--- config.mk ---
export PLATFORM = sky130hd
export DESIGN_NAME = prince_ti_sbox_sched_flat
export DESIGN_NICKNAME = d
export VERILOG_FILES = /design/src/rtl/prince_ti_pkg.sv /design/src/rtl/prince_ti_sbox_sched_if.sv /design/src/rtl/prince_ti_pipe_track.sv /design/src/rtl/prince_ti_sbox_sched.sv /design/src/flat_wrapper.sv
export SDC_FILE = /design/constraint.sdc
export NUM_CORES = 1
export LEC_CHECK = 0
export ABC_CLOCK_PERIOD_IN_PS = 1500
export CAP_MARGIN = 20
export CORE_MARGIN = 2
export CORE_UTILIZATION = 49
export DETAILED_ROUTE_END_ITERATION = 10
export PLACE_DENSITY = 0.78
export SKIP_LAST_GASP = 1
export SYNTH_ARGS = -nofsm -noshare
export SYNTH_HDL_FRONTEND = slang
export SYNTH_SLANG_ARGS = --single-unit
--- constraint.sdc ---
create_clock -name clk -period 1.5 [get_ports clk]
set_input_delay 0.15 -clock clk [delete_from_list [all_inputs] [get_ports clk]]
set_output_delay 0.15 -clock clk [all_outputs]
set_load 0.01 [all_outputs]
--- src/rtl/prince_ti_pkg.sv ---
// Shared types and constants for the PRINCE threshold S-box scheduler.
// Optional fresh-mask stalling is enabled with PRINCE_TI_FRESH_RAND_EN.
package prince_ti_pkg;

  typedef enum logic [2:0] {
    S_IDLE  = 3'd0,
    S_ISSUE = 3'd1,
    S_DRAIN = 3'd2,
    S_LIN   = 3'd3,
    S_DONE  = 3'd4
  } state_t;

  localparam int NIB_DEF    = 16;
  localparam int LAT_DEF    = 3;
  localparam int ROUNDS_DEF = 12;

  // Round 5 is followed by the middle M' layer; rounds 6.. use S^-1.
  localparam int MID_ROUND  = 5;
  localparam int INV_FIRST  = 6;

endpackage

--- src/rtl/prince_ti_sbox_sched_if.sv ---
// Control bundle between the S-box scheduler (master) and the share datapath (slave).
// rnd_vld_i/rnd_req_o exist only when PRINCE_TI_FRESH_RAND_EN is defined.
interface prince_ti_sbox_sched_if #(
    parameter int LAT = 3
);
    // Handshake: start_i is a level sampled only while busy_o is low; a start
    // seen in IDLE is consumed on that edge, otherwise it is ignored.
    logic           start_i;
    logic           busy_o;
    logic           done_o;
    logic           rd_vld_o;
    logic [3:0]     rd_idx_o;
    logic [LAT-1:0] stg_en_o;
    logic           wr_en_o;
    logic [3:0]     wr_idx_o;
    logic           inv_o;
    logic           lin_en_o;
    logic           mid_o;
    logic [3:0]     round_o;
`ifdef PRINCE_TI_FRESH_RAND_EN
    logic           rnd_vld_i;
    logic           rnd_req_o;

    modport master (
        input  start_i, rnd_vld_i,
        output busy_o, done_o, rd_vld_o, rd_idx_o, stg_en_o, wr_en_o, wr_idx_o,
               inv_o, lin_en_o, mid_o, round_o, rnd_req_o
    );
    modport slave (
        output start_i, rnd_vld_i,
        input  busy_o, done_o, rd_vld_o, rd_idx_o, stg_en_o, wr_en_o, wr_idx_o,
               inv_o, lin_en_o, mid_o, round_o, rnd_req_o
    );
`else
    modport master (
        input  start_i,
        output busy_o, done_o, rd_vld_o, rd_idx_o, stg_en_o, wr_en_o, wr_idx_o,
               inv_o, lin_en_o, mid_o, round_o
    );
    modport slave (
        output start_i,
        input  busy_o, done_o, rd_vld_o, rd_idx_o, stg_en_o, wr_en_o, wr_idx_o,
               inv_o, lin_en_o, mid_o, round_o
    );
`endif
endinterface

--- src/rtl/prince_ti_pipe_track.sv ---
// LAT-deep valid/index delay line mirroring the shared S-box pipeline.
// Stage k is enabled only when valid data enters it, so bubbles never toggle shares.
module prince_ti_pipe_track #(
    parameter int LAT = 3
) (
    input  logic           clk,
    input  logic           rst_n,
    input  logic           in_vld,
    input  logic [3:0]     in_idx,
    output logic [LAT-1:0] stg_en,
    output logic           out_vld,
    output logic [3:0]     out_idx,
    output logic           in_flight
);

    logic [LAT-1:0] vld_q;
    logic [3:0]     idx_q [LAT];

    always_ff @(posedge clk or negedge rst_n) begin
        if (!rst_n) begin
            vld_q <= '0;
            for (int k = 0; k < LAT; k++) idx_q[k] <= 4'd0;
        end else begin
            vld_q[0] <= in_vld;
            if (in_vld) idx_q[0] <= in_idx;
            for (int k = 1; k < LAT; k++) begin
                vld_q[k] <= vld_q[k-1];
                if (vld_q[k-1]) idx_q[k] <= idx_q[k-1];
            end
        end
    end

    // in_flight ignores the last stage: a write happening now still lets DRAIN exit.
    always_comb begin
        stg_en    = '0;
        in_flight = 1'b0;
        stg_en[0] = in_vld;
        for (int k = 1; k < LAT; k++) stg_en[k] = vld_q[k-1];
        for (int k = 0; k < LAT - 1; k++) in_flight = in_flight | vld_q[k];
    end

    assign out_vld = vld_q[LAT-1];
    assign out_idx = idx_q[LAT-1];

endmodule

--- src/rtl/prince_ti_sbox_sched.sv ---
// Nibble-serial scheduler for the 3-share PRINCE S-layer/linear-layer sequence.
// Define PRINCE_TI_FRESH_RAND_EN to stall issue on fresh-mask availability.
module prince_ti_sbox_sched
    import prince_ti_pkg::*;
#(
    parameter int NIB    = NIB_DEF,
    parameter int LAT    = LAT_DEF,
    parameter int ROUNDS = ROUNDS_DEF
) (
    input  logic                   clk,
    input  logic                   rst_n,
    prince_ti_sbox_sched_if.master bus,
    output state_t                 dbg_state
);

    state_t     state_q, state_d;
    logic [3:0] nib_q, nib_d;
    logic [3:0] round_q, round_d;
    logic       inv_q, mid_q;
    logic       issue_ok, rd_vld, in_flight;

`ifdef PRINCE_TI_FRESH_RAND_EN
    assign issue_ok      = bus.rnd_vld_i;
    assign bus.rnd_req_o = rd_vld;
`else
    assign issue_ok = 1'b1;
`endif

    assign rd_vld = (state_q == S_ISSUE) && issue_ok;

    always_ff @(posedge clk or negedge rst_n) begin
        if (!rst_n) state_q <= S_IDLE;
        else        state_q <= state_d;
    end

    always_comb begin
        state_d = state_q;
        nib_d   = nib_q;
        round_d = round_q;
        case (state_q)
            S_IDLE: begin
                if (bus.start_i) begin
                    state_d = S_ISSUE;
                    nib_d   = 4'd0;
                    round_d = 4'd0;
                end
            end
            S_ISSUE: begin
                if (rd_vld) begin
                    if (nib_q == 4'(NIB - 1)) begin
                        nib_d   = 4'd0;
                        state_d = S_DRAIN;
                    end else begin
                        nib_d = nib_q + 4'd1;
                    end
                end
            end
            S_DRAIN: begin
                if (!in_flight)
                    state_d = (round_q == 4'(ROUNDS - 1)) ? S_DONE : S_LIN;
            end
            S_LIN: begin
                round_d = round_q + 4'd1;
                state_d = S_ISSUE;
            end
            S_DONE:  state_d = S_IDLE;
            default: state_d = S_IDLE;
        endcase
    end

    // inv/mid follow the registered round so they are flat over a whole round.
    always_ff @(posedge clk or negedge rst_n) begin
        if (!rst_n) begin
            nib_q   <= 4'd0;
            round_q <= 4'd0;
            inv_q   <= 1'b0;
            mid_q   <= 1'b0;
        end else begin
            nib_q   <= nib_d;
            round_q <= round_d;
            inv_q   <= (round_d >= 4'(INV_FIRST));
            mid_q   <= (round_d == 4'(MID_ROUND));
        end
    end

    prince_ti_pipe_track #(.LAT(LAT)) u_track (
        .clk       (clk),
        .rst_n     (rst_n),
        .in_vld    (rd_vld),
        .in_idx    (nib_q),
        .stg_en    (bus.stg_en_o),
        .out_vld   (bus.wr_en_o),
        .out_idx   (bus.wr_idx_o),
        .in_flight (in_flight)
    );

    assign bus.busy_o   = (state_q != S_IDLE);
    assign bus.done_o   = (state_q == S_DONE);
    assign bus.lin_en_o = (state_q == S_LIN);
    assign bus.rd_vld_o = rd_vld;
    assign bus.rd_idx_o = nib_q;
    assign bus.round_o  = round_q;
    assign bus.inv_o    = inv_q;
    assign bus.mid_o    = mid_q;
    assign dbg_state    = state_q;

endmodule
--- src/flat_wrapper.sv ---
// flat-port wrapper written by rule: the top's interface ports become plain ports
module prince_ti_sbox_sched_flat import prince_ti_pkg::*;
#(
    parameter int NIB    = NIB_DEF,
    parameter int LAT    = LAT_DEF,
    parameter int ROUNDS = ROUNDS_DEF
)
  (clk, rst_n, dbg_state, bus_start_i, bus_busy_o, bus_done_o, bus_rd_vld_o, bus_rd_idx_o, bus_stg_en_o, bus_wr_en_o, bus_wr_idx_o, bus_inv_o, bus_lin_en_o, bus_mid_o, bus_round_o);
  prince_ti_sbox_sched_if #(.LAT(LAT)) bus_i ();
  input  logic clk;
  input  logic rst_n;
  output state_t dbg_state;
  input wire logic [$bits(bus_i.start_i)-1:0] bus_start_i;
  output wire logic [$bits(bus_i.busy_o)-1:0] bus_busy_o;
  output wire logic [$bits(bus_i.done_o)-1:0] bus_done_o;
  output wire logic [$bits(bus_i.rd_vld_o)-1:0] bus_rd_vld_o;
  output wire logic [$bits(bus_i.rd_idx_o)-1:0] bus_rd_idx_o;
  output wire logic [$bits(bus_i.stg_en_o)-1:0] bus_stg_en_o;
  output wire logic [$bits(bus_i.wr_en_o)-1:0] bus_wr_en_o;
  output wire logic [$bits(bus_i.wr_idx_o)-1:0] bus_wr_idx_o;
  output wire logic [$bits(bus_i.inv_o)-1:0] bus_inv_o;
  output wire logic [$bits(bus_i.lin_en_o)-1:0] bus_lin_en_o;
  output wire logic [$bits(bus_i.mid_o)-1:0] bus_mid_o;
  output wire logic [$bits(bus_i.round_o)-1:0] bus_round_o;
  assign bus_i.start_i = bus_start_i;
  assign bus_busy_o = bus_i.busy_o;
  assign bus_done_o = bus_i.done_o;
  assign bus_rd_vld_o = bus_i.rd_vld_o;
  assign bus_rd_idx_o = bus_i.rd_idx_o;
  assign bus_stg_en_o = bus_i.stg_en_o;
  assign bus_wr_en_o = bus_i.wr_en_o;
  assign bus_wr_idx_o = bus_i.wr_idx_o;
  assign bus_inv_o = bus_i.inv_o;
  assign bus_lin_en_o = bus_i.lin_en_o;
  assign bus_mid_o = bus_i.mid_o;
  assign bus_round_o = bus_i.round_o;
  prince_ti_sbox_sched #(.NIB(NIB), .LAT(LAT), .ROUNDS(ROUNDS)) u_core (.clk(clk), .rst_n(rst_n), .bus(bus_i), .dbg_state(dbg_state));
endmodule
==> summary.md <==
| Metric | Value |
|---|---|
| DRT Wirelength | 2.89 mm |
| Final min period | 1570 ps |
| Nets@finish | 166 |
| Worst VDD drop | 1.41 mV |
| Synth area leaders | dfrtp_1 (55%), mux2_2 (7.1%), nand2_1 (5.3%), buf_4 (4.2%), a21oi_1 (2.8%) |
| Worst EP arrival | 1820 ps |
| Post-synth EDFFs | 0 |
| Leak Pwr | 0.846 nW |
| TritonCTS Sinks | 28 |
| Post-synth top flop | dfrtp_1 |
| Post-synthesis sequential area ratio | 0.554 |
| Fin area | 1810 µm² |
| # setup viols final | 3 |
| Complex-gate fraction of the synthesized area | 0.125 |
| DR pass1 iterations | 5 |
| Kind of critical path | reg -> reg |
| CP Max Fanout | 8 |
| Number of maximum-capacitance violations | 0 |
| GP Congestion | 0.788 |
| Fraction of layout cells with a size suffix above 1 | 0.388 |
| Worst setup SP type | register |
| Vias in the first global route | 935 |
| Req. time, crit path | 1750 ps |
| Largest family of logic cells by synthesized area | simple AND/OR/NAND/NOR gates |
| Critical path capture point type | register |
| Later-pin clock latency in the skew report | 320 ps |
| Synthesized cell area | 1260 µm² |
| Syn Nets | 117 |
| Routed WL per cell | 15.2 µm |
| Core box area | 2450 µm² |
| TritonCTS clock tree | done |
| Total GRT Usage | 0.194 |
| Worst setup slack after layout | -65.2 ps |
| Root Buffer Master | clkbuf_4 |
| Synth unique cells | 35 |
| Setup TNS | -105 ps |
| RR Startpoint | u_core.dbg_state[2] |
| Post-route ant nets | 0 |
| Total gr overflow | 0 |
| Cts bufs inserted | 3 |
| Mux share of post-synthesis cell area | 0.0712 |
| Worst Tran Pin Value | 351 ps |
| Final Core Density | 0.736 |
| # diodes | 0 |
| Die area | 3000 µm² |
| Routed vias | 1021 |
| Final Hold Slack | 188 ps |
| Yosys reg bits | 28 |
| Yosys top cell by area | dfrtp_1 |
| Initial Utilization | 0.515 |
| Area Overhead vs Synth | 42.9% |
| Pre-CTS WS | -207 ps |
| Port Buffers | 27 |
| Final slew viol count | 0 |
| Tcrit/Tclk final | 1.04 |
| Post-Synth Adder-Cell Area | 0.0198 |
| DR vias/cell | 5.37 |
| Failing checks | setup timing |
| Asr flop ratio synth | 1.00 |
| Starting DRC count in detailed routing | 26 |
| Placed cells | 170 |
| Syn avg cell area | 11.3 µm² |
| Worst min path class | in -> async |
| First-pass GRT wire length | 4.09 mm |
| F_max | 639 MHz |
| Synthesis Warnings | 0 |
| Drt drc | 0 |
| CTS H-tree lvls | 1 |
| Initial antenna violation count | 0 |
| Placed instance area | 1590 µm² |
| Design Power | 3.33 mW |
| Top-level I/O count | 28 |
| Clk_skew | 14.9 ps |
| Clock buffer depth | 2 |
| Commonest non-fill, non-tap cell in the layout | dfrtp_1 |
| Simple-Gate Fraction of Synth Area | 0.168 |
| CP Launch Point | u_core.dbg_state[2] |
| RSZ-0062 raised after global routing | true |
| # rows | 18 |
| Slew headroom | 0.766 |
| Synth top area share | 0.554 |
| Worst-path clk slew | 150 ps |
| Outcome | finished, violations left |
| HPWL after detailed placement | 1.74 mm |
| Most frequent cells in the layout | dfrtp_1 (24), buf_4 (21), nand2_1 (18) |
| Die H | 54.8 µm |
| Area share of xor/xnor cells in the synthesized design | 0 |
| Power per cell area | 1840 nW/µm² |
| Number of fill cells | 164 |
| Post-synthesis instance total | 112 |
| Post-route insts no fill | 190 |
| Die X | 54.8 µm |
| Fin. Hold Viols | 0 |
| CTS hold repair buffers | 0 |
| Largest net degree at the start of global routing | 29 |
## per-layer routing
layer,vias to the layer above,global-route usage,part of all wire
li1,489,-,-
met1,503,0.259,0.44
met2,27,0.313,0.52
met3,2,0.0355,0.037
met4,0,0.0708,0.0035
met5,-,0,0
## registers in the layout (all words and copies together) (netlist names)
| name | count |
|---|---|
| u_core.bus.mid_o | 1 |
| u_core.bus.rd_idx_o | 4 |
| u_core.u_track.out_idx | 4 |
| u_core.u_track.idx_q | 8 |
| u_core.bus.inv_o | 1 |
| u_core.bus.round_o | 4 |
| u_core.u_track.vld_q | 3 |
| u_core.dbg_state | 3 |
## synth_stat cells, types with 2 or more instances
cell type / n
nor2_1: 5
inv_1: 2
nor3_1: 2
dfrtp_1: 28
nand2_1: 18
o21ai_0: 6
a21oi_1: 7
buf_4: 7
and3_1: 2
buf_2: 2
ha_1: 2
mux2_2: 8
## worst paths after layout
kind	end	slack, ps	cells after the start
setup / recovery	u_core.bus.mid_o	-70	6
hold / removal	u_core.u_track.out_idx[3]	190	2
setup reg to reg	u_core.bus.mid_o	-70	6
hold reg to reg	u_core.u_track.idx_q[11]	490	2
max in group asynchronous	u_core.u_track.vld_q[0]	1020	2
min in group clk	u_core.u_track.idx_q[11]	490	2
## area by class of cell
cell class              instances  area [µm²]  area share
clock buffers                   3        22.5      0.0125
inverters                       3        16.3     0.00900
clock inverters                 1        30.0      0.0166
well taps                      30        37.5      0.0208
flip-flops and latches         28         706       0.390
multi-input cells              72         541       0.299
repair buffers                 53         455       0.252
## kinds of logic after synthesis
family | count (synthesis)
AOI/OAI and AO/OA | 23
buffers and inverters | 12
DFF | 28
adders and majority gates | 2
and+or+nand+nor | 39
muxes | 8
## power by group
part / switching, mW / internal (mW) / total, mW
Clock: 0.213 / 0.270 / 0.483
Sequential: 0.182 / 1.05 / 1.23
Combinational: 0.713 / 0.902 / 1.61
Total: 1.11 / 2.22 / 3.33
## what timing repair did
action                                  4_1_cts  5_1_grt
cloned                                        1        1
endpoints found under the setup margin       18       16
pin swaps                                     7        3
resized for setup                            33       13
endpoints found under the hold margin         0        0
setup buffers                                10        4
## worst max-delay path, cell delays in order, from the launching register on
cell and delay [ps]:
dfrtp_1 410, buf_6 140, or3b_4 430, a21oi_2 150, or2_4 130, inv_1 50
nor4b_2 190
(Power assumes the default switching activity.)
